File: src/rtl/muldiv_sequencer.sv
// Sequences the shared multiplier/divisor and the HI/LO write for the main control FSM.
// Optional WAIT-state timeout is compiled in with `define MULDIV_TIMEOUT_EN.
module muldiv_sequencer #(
    parameter int CNT_W   = 8,
    parameter int TIMEOUT = 64
) (
    input  logic             clock,
    input  logic             reset,
    input  logic             op_valid,
    input  logic             op_div,
    input  logic             mult_fim,
    input  logic             div_fim,
    input  logic             div_zero,
    output logic             mult_start,
    output logic             div_start,
    output logic             hi_sel,
    output logic             lo_sel,
    output logic             hi_write,
    output logic             lo_write,
    output logic             busy,
    output logic             done,
    output logic             exc_div0,
    output logic             exc_timeout,
    output logic [CNT_W-1:0] last_latency
);

    typedef enum logic [2:0] {
        ST_IDLE,
        ST_START,
        ST_WAIT,
        ST_WRITE,
        ST_DONE,
        ST_EXC
    } state_t;

    if (TIMEOUT < 1 || TIMEOUT >= (1 << CNT_W)) begin : g_timeout_range
        $error("muldiv_sequencer: TIMEOUT must be in 1 .. 2**CNT_W-1");
    end

    state_t           state, next_state;
    logic             kind_r;
    logic [CNT_W-1:0] cnt;
    logic [CNT_W-1:0] cnt_inc;
    logic             fim_sel;
    logic             div0_hit;
    logic             timeout_hit;

    assign fim_sel  = kind_r ? div_fim : mult_fim;
    assign div0_hit = kind_r & div_zero;
    assign cnt_inc  = (cnt == '1) ? cnt : cnt + 1'b1;

`ifdef MULDIV_TIMEOUT_EN
    logic cause_timeout_r;

    assign timeout_hit = (cnt == CNT_W'(TIMEOUT - 1));
`else
    assign timeout_hit = 1'b0;
`endif

    // NOTE: next_state gets its default first so no path through the case infers a latch.
    always_comb begin
        next_state = state;
        case (state)
            ST_IDLE:  if (op_valid) next_state = ST_START;
            ST_START: next_state = ST_WAIT;
            ST_WAIT: begin
                if (div0_hit)         next_state = ST_EXC;
                else if (fim_sel)     next_state = ST_WRITE;
                else if (timeout_hit) next_state = ST_EXC;
            end
            ST_WRITE: next_state = ST_DONE;
            ST_DONE:  next_state = ST_IDLE;
            ST_EXC:   next_state = ST_IDLE;
            default:  next_state = ST_IDLE;
        endcase
    end

    // NOTE: all state here uses non-blocking assignments so every register samples pre-edge values.
    always_ff @(posedge clock) begin
        if (reset) begin
            state        <= ST_IDLE;
            kind_r       <= 1'b0;
            cnt          <= '0;
            last_latency <= '0;
        end else begin
            state <= next_state;
            if (state == ST_IDLE && op_valid) begin
                kind_r <= op_div;
                cnt    <= '0;
            end
            if (state == ST_WAIT) begin
                cnt <= cnt_inc;
                if (next_state == ST_WRITE) last_latency <= cnt_inc;
            end
        end
    end

`ifdef MULDIV_TIMEOUT_EN
    // Cause is captured on the WAIT->EXC edge; div_zero outranks timeout there.
    always_ff @(posedge clock) begin
        if (reset) begin
            cause_timeout_r <= 1'b0;
        end else if (state == ST_WAIT && next_state == ST_EXC) begin
            cause_timeout_r <= ~div0_hit;
        end
    end
`endif

    always_comb begin
        mult_start  = 1'b0;
        div_start   = 1'b0;
        hi_write    = 1'b0;
        lo_write    = 1'b0;
        done        = 1'b0;
        exc_div0    = 1'b0;
        exc_timeout = 1'b0;
        busy        = (state != ST_IDLE);
        hi_sel      = busy & kind_r;
        lo_sel      = busy & kind_r;
        case (state)
            ST_START: begin
                mult_start = ~kind_r;
                div_start  = kind_r;
            end
            ST_WRITE: begin
                hi_write = 1'b1;
                lo_write = 1'b1;
            end
            ST_DONE: done = 1'b1;
            ST_EXC: begin
`ifdef MULDIV_TIMEOUT_EN
                exc_div0    = ~cause_timeout_r;
                exc_timeout = cause_timeout_r;
`else
                exc_div0    = 1'b1;
`endif
            end
            default: ;
        endcase
    end

endmodule

File: config.mk
export PLATFORM = sky130hd
export DESIGN_NAME = muldiv_sequencer
export DESIGN_NICKNAME = d
export VERILOG_FILES = /design/src/rtl/muldiv_sequencer.sv
export SDC_FILE = /design/constraint.sdc
export NUM_CORES = 1
export LEC_CHECK = 0
export BUFFER_PORTS_ARGS = -buffer_cell sky130_fd_sc_hd__buf_2
export CELL_PAD_IN_SITES_DETAIL_PLACEMENT = 0
export CELL_PAD_IN_SITES_GLOBAL_PLACEMENT = 2
export CORE_ASPECT_RATIO = 1.2
export CORE_MARGIN = 8
export CORE_UTILIZATION = 27
export DETAILED_ROUTE_END_ITERATION = 16
export HOLD_SLACK_MARGIN = 0.06
export PLACE_DENSITY = 0.77
export SLEW_MARGIN = 25
export SYNTH_ARGS = -nofsm -noshare
export SYNTH_HDL_FRONTEND = slang
export SYNTH_SLANG_ARGS = --single-unit
export TNS_END_PERCENT = 5
File: constraint.sdc
create_clock -name clock -period 2.1 [get_ports clock]
set_clock_uncertainty 0.15 [all_clocks]
set_input_delay 0.21 -clock clock [delete_from_list [all_inputs] [get_ports clock]]
set_output_delay 0.21 -clock clock [all_outputs]
set_load 0.01 [all_outputs]
* Yosys cells after proc, flatten, opt, wreduce, memory -nomap -nowiden
Cells that the tools add are included.
** Storage, ports and cells
- Bits in registers :: 20
- Input bits :: 7
- Output and inout bits :: 18
- Word-level logic and storage cells :: 33
** Operators by class
- Add/subtract/negate cells :: 1
- Equal/unequal tests :: 7
- Multiplexer cells :: 13
- Bitwise logic cells :: 3
- Reduce and logical (&&, ||, !) cells :: 5
** Operator list (count)
- 8-bit 2-to-1 mux :: 3
- 3-bit one-hot mux with 4 select lines :: 1
- 3-bit by 2-bit == test with 1-bit output, second input constant :: 3
- 3-bit 2-to-1 mux :: 3
- 8-bit by 1-bit adder with 8-bit output, second input constant :: 1
- 8-bit == test, second input constant :: 1
- 3-bit == test, second input constant :: 2
- 1-bit 2-to-1 mux :: 6
- 3-bit by 1-bit == test with 1-bit output, second input constant :: 1
- 3-bit logical NOT :: 1
- 3-bit nonzero test :: 1
- 1-bit AND :: 2
- 2-bit AND reduction :: 1
- 2-bit nonzero test :: 1
- 1-bit logical AND :: 1
- 1-bit NOT :: 1

* Longest topological paths before layout
- Depth after elaboration :: 6
- Gate-level depth with buffers :: 6
- Gate-level depth less buffers :: 5

* Worst setup path before layout
Ideal clock, no wire load.
- Kind :: register to register
- From :: reg state[1]
- To :: reg last_latency[5]
- Setup time :: 0.133 ns
- Arrival :: 1.681 ns
- Required time :: 1.817 ns
- Slack :: 0.136 ns
- Stages on the path, launching flop included :: 7
- Buffers on the path :: 2
- Clock period less this slack :: 1.964 ns
- Path through :: dfxtp_1 buf_4 or3b_4 a2111oi_4 buf_6 mux2i_1 a211oi_2
** Between the ends
- Cells in the longest elaborated chain, start to end :: 5
- Elaborated cells between the ends (all ways) :: 10
- Classes of those cells :: 4 x eq/ne; 4 x mux; 2 x reduce/logical
** Ends and longest elaborated chain
- from (decl) :: RTL line 40 : state_t state, next_state;
- from (signal assigned) :: RTL line 86 : state <= next_state;
- 3-bit 2-to-1 mux :: RTL line 68 : else if (fim_sel) next_state = ST_WRITE;
- 3-bit 2-to-1 mux :: RTL line 67 : if (div0_hit) next_state = ST_EXC;
- 3-bit one-hot mux with 4 select lines :: RTL line 63 : case (state)
- 3-bit by 2-bit == test with 1-bit output :: RTL line 93 : if (next_state == ST_WRITE) last_latency <= cnt_inc;
- 2-bit AND reduction (no source line) *
- to (signal assigned) :: RTL line 93
- to (decl) :: RTL line 24 : output logic [CNT_W-1:0] last_latency
Every way passes the cells marked *; elsewhere a longest branch is shown, timed or not.
A chain may end at the register's enable or synchronous reset.

* Final worst setup path
- From :: reg state[2]
- To :: reg last_latency[0]
The elaborated chain is that of the path after synthesis.

==> qor.yml <==
clk_path_buf_depth: 2
io_pins: 25
hold_viol: 0
drc: 0
dieArea_um2: 6398
grt_usage_pct: 9.396
synthTopCellsByCount: "20 x dfxtp_1, 13 x a21oi_1, 9 x nor2_1, 8 x clkbuf_1"
grt_max_degree: 24
stdcell_count: 208
clock_latency_ps: 260
tightest_slew_ps: 594.0
use_met2_pct: 14.85
yosys.area.top_type: "dfxtp_1"
postRouteAntennaNets: 0
dp.cells: 204
die_w_um: 74.36
synth_most_common_cell: "dfxtp_1"
port_buffers: 23
netlist_area_um2: 1104
rows: 25
worst-path-max-fanout: 15
dp_hpwl_mm: 2.180
antenna_found_initial: 0
synth.area.top_cells: "dfxtp_1 36%, a21oi_1 5.9%, mux2i_1 3.6%, nand2b_1 3.4%, nor2_1 3.1%"
grt_first_pass_wirelength_mm: 4.747
diodes: 0
ys_seq_area_share_pct: 36.28
fmax_ghz: 0.5102
period_needed_ps: 1960
synth_ff_type: "dfxtp_1"
syn_inst: 130
initial_utilization_pct: 28.00
grt_pass1_vias: 959
path_clk_slew_ps: 80
die-height_um: 86.04
synth_top_cell_area_share_pct: 36.28
firstDrtPassIters: 4
vias: 1051
overflow: 0
cts_tree: "yes"
ys_ff_latch: 20
avgSynthCellArea_um2: 8.489
h-tree-depth: 1
cts_setup_buffers: 0
path_buf_inv: 1
rsz0062_at_grt: "false"
cp_top_family: "simple AND/OR/NAND/NOR gates"
drt_iter0_drc: 27
ctsResizeCount: 0
slew_viol_final: 0
dp_slack_ps: 141.9
endpoint_kind: "flip-flop"
use_met3_pct: 2.450
wl_mm: 2.937
max_stage_delay_ps: 440
critPathKind: "flip-flop to flip-flop"
cts.sinks: 20
maxSlewHeadroom_pct: 60.13
fin_setup_tns_ps: 0
clockRootBuffer: "clkbuf_8"
worst_setup_path_start_kind: "flip-flop"
vias_per_cell: 5.053
leakagePower_nw: 0.5135
synth.net_count: 138
place.gp.congestion: 0.8245
worstPathRequired_ps: 2130
fin_nets: 163
powerDensity_nw_per_um2: 616.0
ys_warn_count: 0
use_met1_pct: 11.53
wl_per_cell_um: 14.12
busiest_layer: "met2"
ir_drop_uv: 276.3
final.setup.worst_slack_ps: 140.0
drv_cap: 0
slowest_stage: "or3b_4"
synth_edf_count: 0
drive_gt1_share_pct: 25.97
min_period_over_period_pct: 93.33
p_total_mw: 0.8363
syn2layout_area_growth_pct: 23.02
coreArea_um2: 3941
numCtsBuffers: 3
min_path_type: "primary input to flip-flop"
status: "finished clean"
cts_hold_buf: 0
yosysUniqueCellTypes: 43
async_flop_share_pct: 0
crit_chain: "or3b_4 > a2111oi_4 > buf_12 > or2b_1 > o22ai_1"
cp_data_arrival_time_ps: 1990
finalSetupViolCount: 0
-- flip-flops by register name (all words and copies together), names as in the netlist --
name and cells:
cnt 8, last_latency 8, state 3, kind_r 1
-- cells in the final DEF, fill, tap and decap left out, types with 4 or more instances in the layout --
cell,n
a31oi_1,4
dfxtp_1,20
nand2b_1,6
a21oi_1,13
mux2i_1,4
nor3_1,6
nor2_1,9
buf_4,9
nand2_1,6
buf_2,23
clkbuf_8,4
-- kinds of logic after synthesis --
logic type / after synthesis / synth area share [%]
compound gates: 36 / 23.24
fa+ha+maj: 1 / 1.134
other cells: 1 / 0.3398
mux: 4 / 3.628
flops: 20 / 36.28
xor+xnor: 1 / 0.7938
simple gates: 52 / 27.44
buf+inv: 15 / 7.143
-- power by group --
group          leakage [nW]  switching [mW]  internal (mW)
combinational         0.323          0.0782         0.0586
clock                0.0288           0.130          0.167
sequential            0.162          0.0112          0.392
-- per-stage QoR --
step	hold WS, ps	util (%)	cell area (um^2)
floorplan	219.9	-	1104
global placement	306.8	33.05	1303
detailed placement	311.9	33.05	1303
CTS	75.55	34.44	1358
global route	92.12	34.44	1358
finish	74.97	34.44	1358
-- tightest hold or removal path, delay by kind of cell --
family / cells / cell delay [ps]
buf+inv: 1 / 100
compound gates: 2 / 130
-- metal layers --
metal	wire (um)	vias to the layer above	part of all wire, %
met1	1299	491	44
li1	-	530	-
met4	42	0	1.4
met3	195	4	6.6
met2	1399	26	48
met5	0	-	0
-- final timing paths --
| check | slack (ps) | start | depth (start not counted) | to |
|---|---|---|---|---|
| setup / recovery | 140 | state[2]$_SDFF_PP0_ | 5 | last_latency[0]$_SDFFE_PP0P_ |
| hold / removal | 70 | op_div | 3 | kind_r$_SDFFE_PP0P_ |
| setup reg to reg | 140 | state[2]$_SDFF_PP0_ | 5 | last_latency[0]$_SDFFE_PP0P_ |
| hold reg to reg | 320 | last_latency[6]$_SDFFE_PP0P_ | 2 | last_latency[6]$_SDFFE_PP0P_ |
-- layout make-up --
class	instances	area (um^2)
Clock buffer	4	55.05
Fill cell	429	2584
Inverter	2	7.507
Multi-Input combinational cell	95	624.3
Sequential cell	20	400.4
Tap cell	54	67.56
Timing Repair Buffer	33	202.7
(Power assumes the default switching activity.)
